==> src/rtl/vga_record_ctrl_pkg.sv <==
// Shared types for the record display controller: FSM encoding, BCD digit geometry and a digit validity helper.
package vga_record_ctrl_pkg;

  localparam int DIGIT_W    = 4;
  localparam int NUM_DIGITS = 7;
  localparam int REC_W      = DIGIT_W * NUM_DIGITS;

  typedef enum logic {
    ST_EMPTY = 1'b0,
    ST_HOLD  = 1'b1
  } state_e;

  // True when every nibble of the record is a legal BCD digit (0..9).
  function automatic logic is_bcd(input logic [REC_W-1:0] rec);
    logic ok;
    ok = 1'b1;
    for (int i = 0; i < NUM_DIGITS; i++) begin
      if (rec[i*DIGIT_W +: DIGIT_W] > 4'd9) ok = 1'b0;
    end
    return ok;
  endfunction

endpackage

==> src/rtl/vga_record_store.sv <==
// DEPTH-entry record ring storage: one synchronous write port, one asynchronous read port.
// Write lands on the rising edge; read data follows raddr_i combinationally; no backpressure.
module vga_record_store
  import vga_record_ctrl_pkg::*;
#(
  parameter int DEPTH = 4,
  parameter int AW    = $clog2(DEPTH)
) (
  input  logic             clk,
  input  logic             we_i,
  input  logic [AW-1:0]    waddr_i,
  input  logic [REC_W-1:0] wdata_i,
  input  logic [AW-1:0]    raddr_i,
  output logic [REC_W-1:0] rdata_o
);

  logic [REC_W-1:0] mem_q [DEPTH];

  always_ff @(posedge clk) begin
    if (we_i) mem_q[waddr_i] <= wdata_i;
  end

  assign rdata_o = mem_q[raddr_i];

endmodule

==> src/rtl/vga_record_ctrl.sv <==
// Keeps the last DEPTH BCD records, lets the user browse them and latches the selected one at frame start.
// Status outputs update one cycle after their cause; the display updates one cycle after frame_start; no backpressure.
module vga_record_ctrl
  import vga_record_ctrl_pkg::*;
#(
  parameter int DEPTH = 4
) (
  input  logic             clk,
  input  logic             rst,
  input  logic             rec_valid,
  input  logic [REC_W-1:0] rec_digits,
  input  logic             btn_next,
  input  logic             btn_clr,
  input  logic             frame_start,
  output logic             has_record,
  output logic [REC_W-1:0] disp_digits,
  output logic [3:0]       rec_count,
  output logic [2:0]       sel_idx,
  output logic             full,
  output logic             rec_err
);

  localparam int              AW     = $clog2(DEPTH);
  localparam logic [3:0]      DEPTH4 = 4'(DEPTH);

  state_e           state_q, state_d;
  logic [AW-1:0]    wr_ptr_q, wr_ptr_d;
  logic [3:0]       cnt_q, cnt_d;
  logic [2:0]       sel_q, sel_d;
  logic             full_q, full_d;
  logic             err_q, err_d;
  logic             has_q, has_d;
  logic [REC_W-1:0] disp_q, disp_d;

  logic             we;
  logic [3:0]       rd_sum;
  logic [AW-1:0]    rd_addr;
  logic [REC_W-1:0] rd_data;

  // Age 0 is the slot just behind the write pointer; sel < cnt <= DEPTH keeps rd_sum in range.
  assign rd_sum  = 4'(wr_ptr_q) + DEPTH4 - 4'd1 - 4'(sel_q);
  assign rd_addr = AW'(rd_sum % DEPTH4);

  vga_record_store #(
    .DEPTH (DEPTH),
    .AW    (AW)
  ) u_store (
    .clk     (clk),
    .we_i    (we),
    .waddr_i (wr_ptr_q),
    .wdata_i (rec_digits),
    .raddr_i (rd_addr),
    .rdata_o (rd_data)
  );

  always_comb begin
    state_d  = state_q;
    wr_ptr_d = wr_ptr_q;
    cnt_d    = cnt_q;
    sel_d    = sel_q;
    err_d    = 1'b0;
    has_d    = has_q;
    disp_d   = disp_q;
    we       = 1'b0;

    if (btn_clr) begin
      state_d  = ST_EMPTY;
      wr_ptr_d = '0;
      cnt_d    = 4'd0;
      sel_d    = 3'd0;
    end else if (rec_valid) begin
      if (is_bcd(rec_digits)) begin
        we       = 1'b1;
        state_d  = ST_HOLD;
        wr_ptr_d = wr_ptr_q + AW'(1);
        cnt_d    = (cnt_q == DEPTH4) ? cnt_q : cnt_q + 4'd1;
        sel_d    = 3'd0;
      end else begin
        err_d = 1'b1;
      end
    end else if (btn_next && state_q == ST_HOLD) begin
      sel_d = (4'(sel_q) == cnt_q - 4'd1) ? 3'd0 : sel_q + 3'd1;
    end

    full_d = (cnt_d == DEPTH4);

    // Shadow samples the pre-update state so a frame never shows a half-applied change.
    if (frame_start) begin
      has_d  = (state_q == ST_HOLD);
      disp_d = (state_q == ST_HOLD) ? rd_data : '0;
    end
  end

  always_ff @(posedge clk or posedge rst) begin
    if (rst) begin
      state_q  <= ST_EMPTY;
      wr_ptr_q <= '0;
      cnt_q    <= 4'd0;
      sel_q    <= 3'd0;
      full_q   <= 1'b0;
      err_q    <= 1'b0;
      has_q    <= 1'b0;
      disp_q   <= '0;
    end else begin
      state_q  <= state_d;
      wr_ptr_q <= wr_ptr_d;
      cnt_q    <= cnt_d;
      sel_q    <= sel_d;
      full_q   <= full_d;
      err_q    <= err_d;
      has_q    <= has_d;
      disp_q   <= disp_d;
    end
  end

  assign has_record  = has_q;
  assign disp_digits = disp_q;
  assign rec_count   = cnt_q;
  assign sel_idx     = sel_q;
  assign full        = full_q;
  assign rec_err     = err_q;

endmodule

==> config.mk <==
export PLATFORM = sky130hd
export DESIGN_NAME = vga_record_ctrl
export DESIGN_NICKNAME = d
export VERILOG_FILES = /design/src/rtl/vga_record_ctrl_pkg.sv /design/src/rtl/vga_record_store.sv /design/src/rtl/vga_record_ctrl.sv
export SDC_FILE = /design/constraint.sdc
export NUM_CORES = 1
export LEC_CHECK = 0
export ABC_AREA = 1
export CAP_MARGIN = 10
export CORE_ASPECT_RATIO = 0.9
export CORE_MARGIN = 2
export CORE_UTILIZATION = 40
export DETAILED_ROUTE_END_ITERATION = 6
export SYNTH_ARGS = -nofsm -noshare
export SYNTH_HDL_FRONTEND = slang
export SYNTH_HIERARCHICAL = 1
export SYNTH_SLANG_ARGS = --single-unit
==> constraint.sdc <==
create_clock -name clk -period 6.7 [get_ports clk]
set_input_delay 1.005 -clock clk [delete_from_list [all_inputs] [get_ports clk]]
set_output_delay 1.005 -clock clk [all_outputs]
set_load 0.02 [all_outputs]
==> tab_implementation.tex <==
\begin{tabular}{lr}
\hline
Metric & Value \\
\hline
\multicolumn{2}{l}{\textbf{Timing}} \\
\quad Final number of setup-violating endpoints & 0 \\
\quad Tightest Pin Transition & 1.10 ns \\
\quad Period minus WS final & 3.11 ns \\
\quad Post-Route Hold Slack & 0.510 ns \\
\quad Final-report hold violation count & 0 \\
\quad Remaining max-slew budget at the tightest pin & 0.264 \\
\quad Setup Skew & 0.00882 ns \\
\quad Ratio of final minimum period to clock period & 0.464 \\
\quad Setup slack of the critical path after layout & 3.59 ns \\
\quad Highest attainable clock frequency & 321 MHz \\
\quad RSZ-0062 raised after global routing & no \\
\quad Number of slew-limit violations in the final report & 0 \\
\quad Final total negative setup slack & 0 ns \\
\multicolumn{2}{l}{\textbf{Route}} \\
\quad Detailed-routing iteration count for the pre-antenna-repair pass & 5 \\
\quad Post-route antenna net violation count & 0 \\
\quad Drt drc & 0 \\
\quad Total Routed Length & 14700 µm \\
\quad Count of vias placed by the detailed router & 4628 \\
\quad Violation count after the first detailed-route iteration & 219 \\
\quad Vias per cell & 4.74 \\
\quad Wire length per cell after detailed routing & 15.1 µm \\
\multicolumn{2}{l}{\textbf{Clock network}} \\
\quad Maximum buffer depth of the clock tree & 2 \\
\quad CTS buffer count & 17 \\
\quad Clock tree from TritonCTS & done \\
\quad Root cell of the clock tree & sky130\_fd\_sc\_hd\_\_clkbuf\_16 \\
\quad Number of sinks handled by clock tree synthesis & 153 \\
\quad Skew-Pair Late Insertion Delay & 0.41 ns \\
\quad H-tree depth reported by CTS & 4 \\
\quad Number of buffers added to fix hold violations after cts & 0 \\
\quad Count of cells resized by post-cts repair & 0 \\
\quad Post-CTS setup repair buffer count & 0 \\
\quad Clock-pin slew on the worst setup and hold paths & 0.06 ns \\
\multicolumn{2}{l}{\textbf{Placement}} \\
\quad Placement-stage cell area & 0.00765 mm² \\
\quad HPWL after detailed placement & 8690 µm \\
\quad Port Buffer Count & 71 \\
\quad Pre-CTS setup slack & 3.37 ns \\
\quad Gpl congestion & 0.796 \\
\multicolumn{2}{l}{\textbf{Critical path}} \\
\quad Max FO, Critical Path & 57 \\
\quad Register-to-Register Setup Slack & 3.59 ns \\
\quad Cell depth of the worst flop-to-flop path & 8 \\
\quad Startpoint of the most critical setup path & sel\_idx[0] \\
\quad Capturing point of the worst reg2reg path & disp\_digits[16] \\
\quad Endpoint kind of the worst setup timing path & flop \\
\quad Critical path data arrival time & 3.44 ns \\
\quad Required time of the critical path & 7.03 ns \\
\quad Origin of the critical flop-to-flop path & sel\_idx[0] \\
\quad Critical path type & flop to flop \\
\quad Kind of start point of the critical path & flop \\
\multicolumn{2}{l}{\textbf{Power and ir drop}} \\
\quad Sequential power share & 0.463 \\
\quad Clock network power share & 0.464 \\
\quad Total leakage power & 3.61 nW \\
\quad Internal cell power & 1.75 mW \\
\quad Sw Ratio & 0.213 \\
\quad Combinational group share of total power & 0.074 \\
\quad Worst vdd rail ir drop & 0.201 mV \\
\quad Cell area power density & 269 mW/mm² \\
\quad Power dissipated by switching net loads & 475 µW \\
\multicolumn{2}{l}{\textbf{Min path}} \\
\quad Hold path endpoint & has\_record \\
\quad Hold Path Class & flop to flop \\
\quad Worst Hold Path Cells & 1 \\
\quad HP Start & has\_record \\
\multicolumn{2}{l}{\textbf{GRT}} \\
\quad Global routing met3 resource utilization & 0.0349 \\
\quad First-pass GRT wire length & 23600 µm \\
\quad Met1 GRT Util & 0.204 \\
\quad Met2 Resource Use GR & 0.308 \\
\quad GRT Residual Overflow & 0 \\
\quad Initial antenna violation count & 0 \\
\quad Most congested layer reported by global routing & met2 \\
\quad Pin count of the biggest net entering global routing & 58 \\
\quad GRT Total Usage & 0.172 \\
\quad Number of global-route vias before repair & 4659 \\
\multicolumn{2}{l}{\textbf{Synthesis}} \\
\quad Unique cell type count in the Yosys netlist & 29 \\
\quad Cells after Synth & 684 \\
\quad Total of warnings raised by yosys & 6 \\
\quad Dominant cell type by area after synthesis & sky130\_fd\_sc\_hd\_\_edfxtp\_1 \\
\quad Post-synthesis instance area & 0.00679 mm² \\
\quad Net count after synthesis & 723 \\
\quad Number of register bits inferred by synthesis & 153 \\
\quad Area fraction of the dominant cell type after synthesis & 0.495 \\
\quad Mean instance size in the synthesized netlist & 9.93 µm² \\
\quad Top cells by area, synth & sky130\_fd\_sc\_hd\_\_edfxtp\_1 50\%, sky130\_fd\_sc\_hd\_\_dfrtp\_1 15\%, sky130\_fd\_sc\_hd\_\_nand2\_1 9.0\% \\
\quad Seq/Total Area, Yosys & 0.646 \\
\multicolumn{2}{l}{\textbf{Cells and area}} \\
\quad Most common library cell in the layout ignoring fill and taps & sky130\_fd\_sc\_hd\_\_nand2\_1 \\
\quad Highest-count cells in the layout ignoring fill and taps & 162 x sky130\_fd\_sc\_hd\_\_nand2\_1, 155 x sky130\_fd\_sc\_hd\_\_inv\_1, 112 x sky130\_fd\_sc\_hd\_\_edfxtp\_1, 98 x sky130\_fd\_sc\_hd\_\_nand3\_1, 70 x sky130\_fd\_sc\_hd\_\_clkdlybuf4s50\_1 \\
\quad Antenna diodes & 0 \\
\quad Post-synthesis to final-layout area growth & 22.1\% \\
\quad Total Nets Final & 791 \\
\quad Final non-filler cell area & 0.00829 mm² \\
\quad Share of post-route cells with drive strength above 1 & 0.0680 \\
\multicolumn{2}{l}{\textbf{Run}} \\
\quad Max-cap viol count & 0 \\
\multicolumn{2}{l}{\textbf{Die}} \\
\quad Die Area & 0.0180 mm² \\
\quad Count of standard-cell rows & 45 \\
\quad Core Area & 0.0167 mm² \\
\quad Height of the chip & 128 µm \\
\quad Initial core utilization & 0.406 \\
\quad Top-Level Pins & 72 \\
\quad Horizontal extent of the die & 141 µm \\
\multicolumn{2}{l}{\textbf{Run status}} \\
\quad Outcome & finished clean \\
\hline
\end{tabular}
-- cell families (layout without fill, tap and decap cells) --
| family | after synthesis | after routing | synth area share |
|---|---|---|---|
| xor+xnor | 7 | 7 | 0.00903 |
| mux | 1 | 1 | 0.00166 |
| compound gates | 44 | 44 | 0.0337 |
| fa+ha+maj | 5 | 5 | 0.00921 |
| simple gates | 285 | 285 | 0.184 |
| flops | 153 | 153 | 0.646 |
| buf+inv | 189 | 270 | 0.116 |
-- per-layer routing --
layer	part of all wire	wire [µm]
met3	0.038	552
met1	0.44	6440
met5	0	0
met4	0.0095	140
met2	0.51	7570
-- how the worst max path moves through the flow --
| stage | end | slack [ns] |
|---|---|---|
| 4_1_cts | disp_digits[16] | 3.53 |
| 5_1_grt | disp_digits[7] | 3.24 |
| 3_5_place_dp | u_store/mem_q[2][19] | 3.37 |
| 3_3_place_gp | u_store/mem_q[1][27] | 3.43 |
| 6_report | disp_digits[16] | 3.59 |
| 2_1_floorplan | u_store/mem_q[2][0] | 2.68 |
-- worst max-delay path, stage by stage, from the launching register on --
cell                      delay, ns
sky130_fd_sc_hd__dfrtp_1       0.43
sky130_fd_sc_hd__inv_1         0.11
sky130_fd_sc_hd__ha_2          1.07
sky130_fd_sc_hd__inv_2         0.72
sky130_fd_sc_hd__nand2_1       0.22
sky130_fd_sc_hd__nand3_1       0.09
sky130_fd_sc_hd__nand2_1       0.12
sky130_fd_sc_hd__nand3_1       0.11
sky130_fd_sc_hd__o21ai_0       0.14
-- synthesized netlist by cell type --
master	n
sky130_fd_sc_hd__nand3_4	1
sky130_fd_sc_hd__nor2_1	11
sky130_fd_sc_hd__a21oi_2	1
sky130_fd_sc_hd__or2_0	1
sky130_fd_sc_hd__buf_6	8
sky130_fd_sc_hd__buf_1	2
sky130_fd_sc_hd__mux2_2	1
sky130_fd_sc_hd__nand2_1	162
sky130_fd_sc_hd__edfxtp_1	112
sky130_fd_sc_hd__nand3_1	98
sky130_fd_sc_hd__buf_2	8
sky130_fd_sc_hd__ha_1	5
sky130_fd_sc_hd__buf_4	3
sky130_fd_sc_hd__nand4_1	3
sky130_fd_sc_hd__a21oi_1	2
sky130_fd_sc_hd__dfrtp_1	41
sky130_fd_sc_hd__clkinv_1	2
sky130_fd_sc_hd__inv_2	3
sky130_fd_sc_hd__inv_1	156
sky130_fd_sc_hd__nor2_4	2
sky130_fd_sc_hd__and2_1	1
sky130_fd_sc_hd__o21ai_1	9
sky130_fd_sc_hd__xor2_1	4
sky130_fd_sc_hd__nand3_2	1
sky130_fd_sc_hd__nor3_1	5
sky130_fd_sc_hd__o21a_1	2
sky130_fd_sc_hd__clkbuf_1	7
sky130_fd_sc_hd__xnor2_1	3
sky130_fd_sc_hd__o21ai_0	30
-- cell type report --
type	instances	area (µm²)
clock buffers	20	447
clock inverters	12	196
fillers	1449	8430
inverters	161	604
multi-input cells	342	1640
flip-flops and latches	153	4390
well taps	211	264
repair buffers	77	751
-- flip-flops by register name, summed over array words and instances, names as in the netlist --
name and count:
u_store/mem_q 112, sel_idx 3, disp_digits 28, rec_count 4
has_record 1, wr_ptr_q 2, state_q 1, full 1
rec_err 1
-- per-stage QoR --
step | instances | utilization | power (mW)
2_1_floorplan | 684 | - | 1.16
3_3_place_gp | 944 | 0.457 | 1.21
3_5_place_dp | 944 | 0.457 | 1.22
4_1_cts | 976 | 0.496 | 2.24
5_1_grt | 976 | 0.496 | 2.30
6_report | 976 | 0.496 | 2.23
-- power groups by stage --
stage	Clock, mW	Combinational, mW	Sequential, mW
after CTS	1.05	0.166	1.03
after global placement	0	0.161	1.05
after floorplan	0	0.105	1.05
final	1.03	0.164	1.03
after detailed placement	0	0.166	1.05
after global routing	1.09	0.184	1.03
Note: power is estimated with default switching activity, not from simulation.
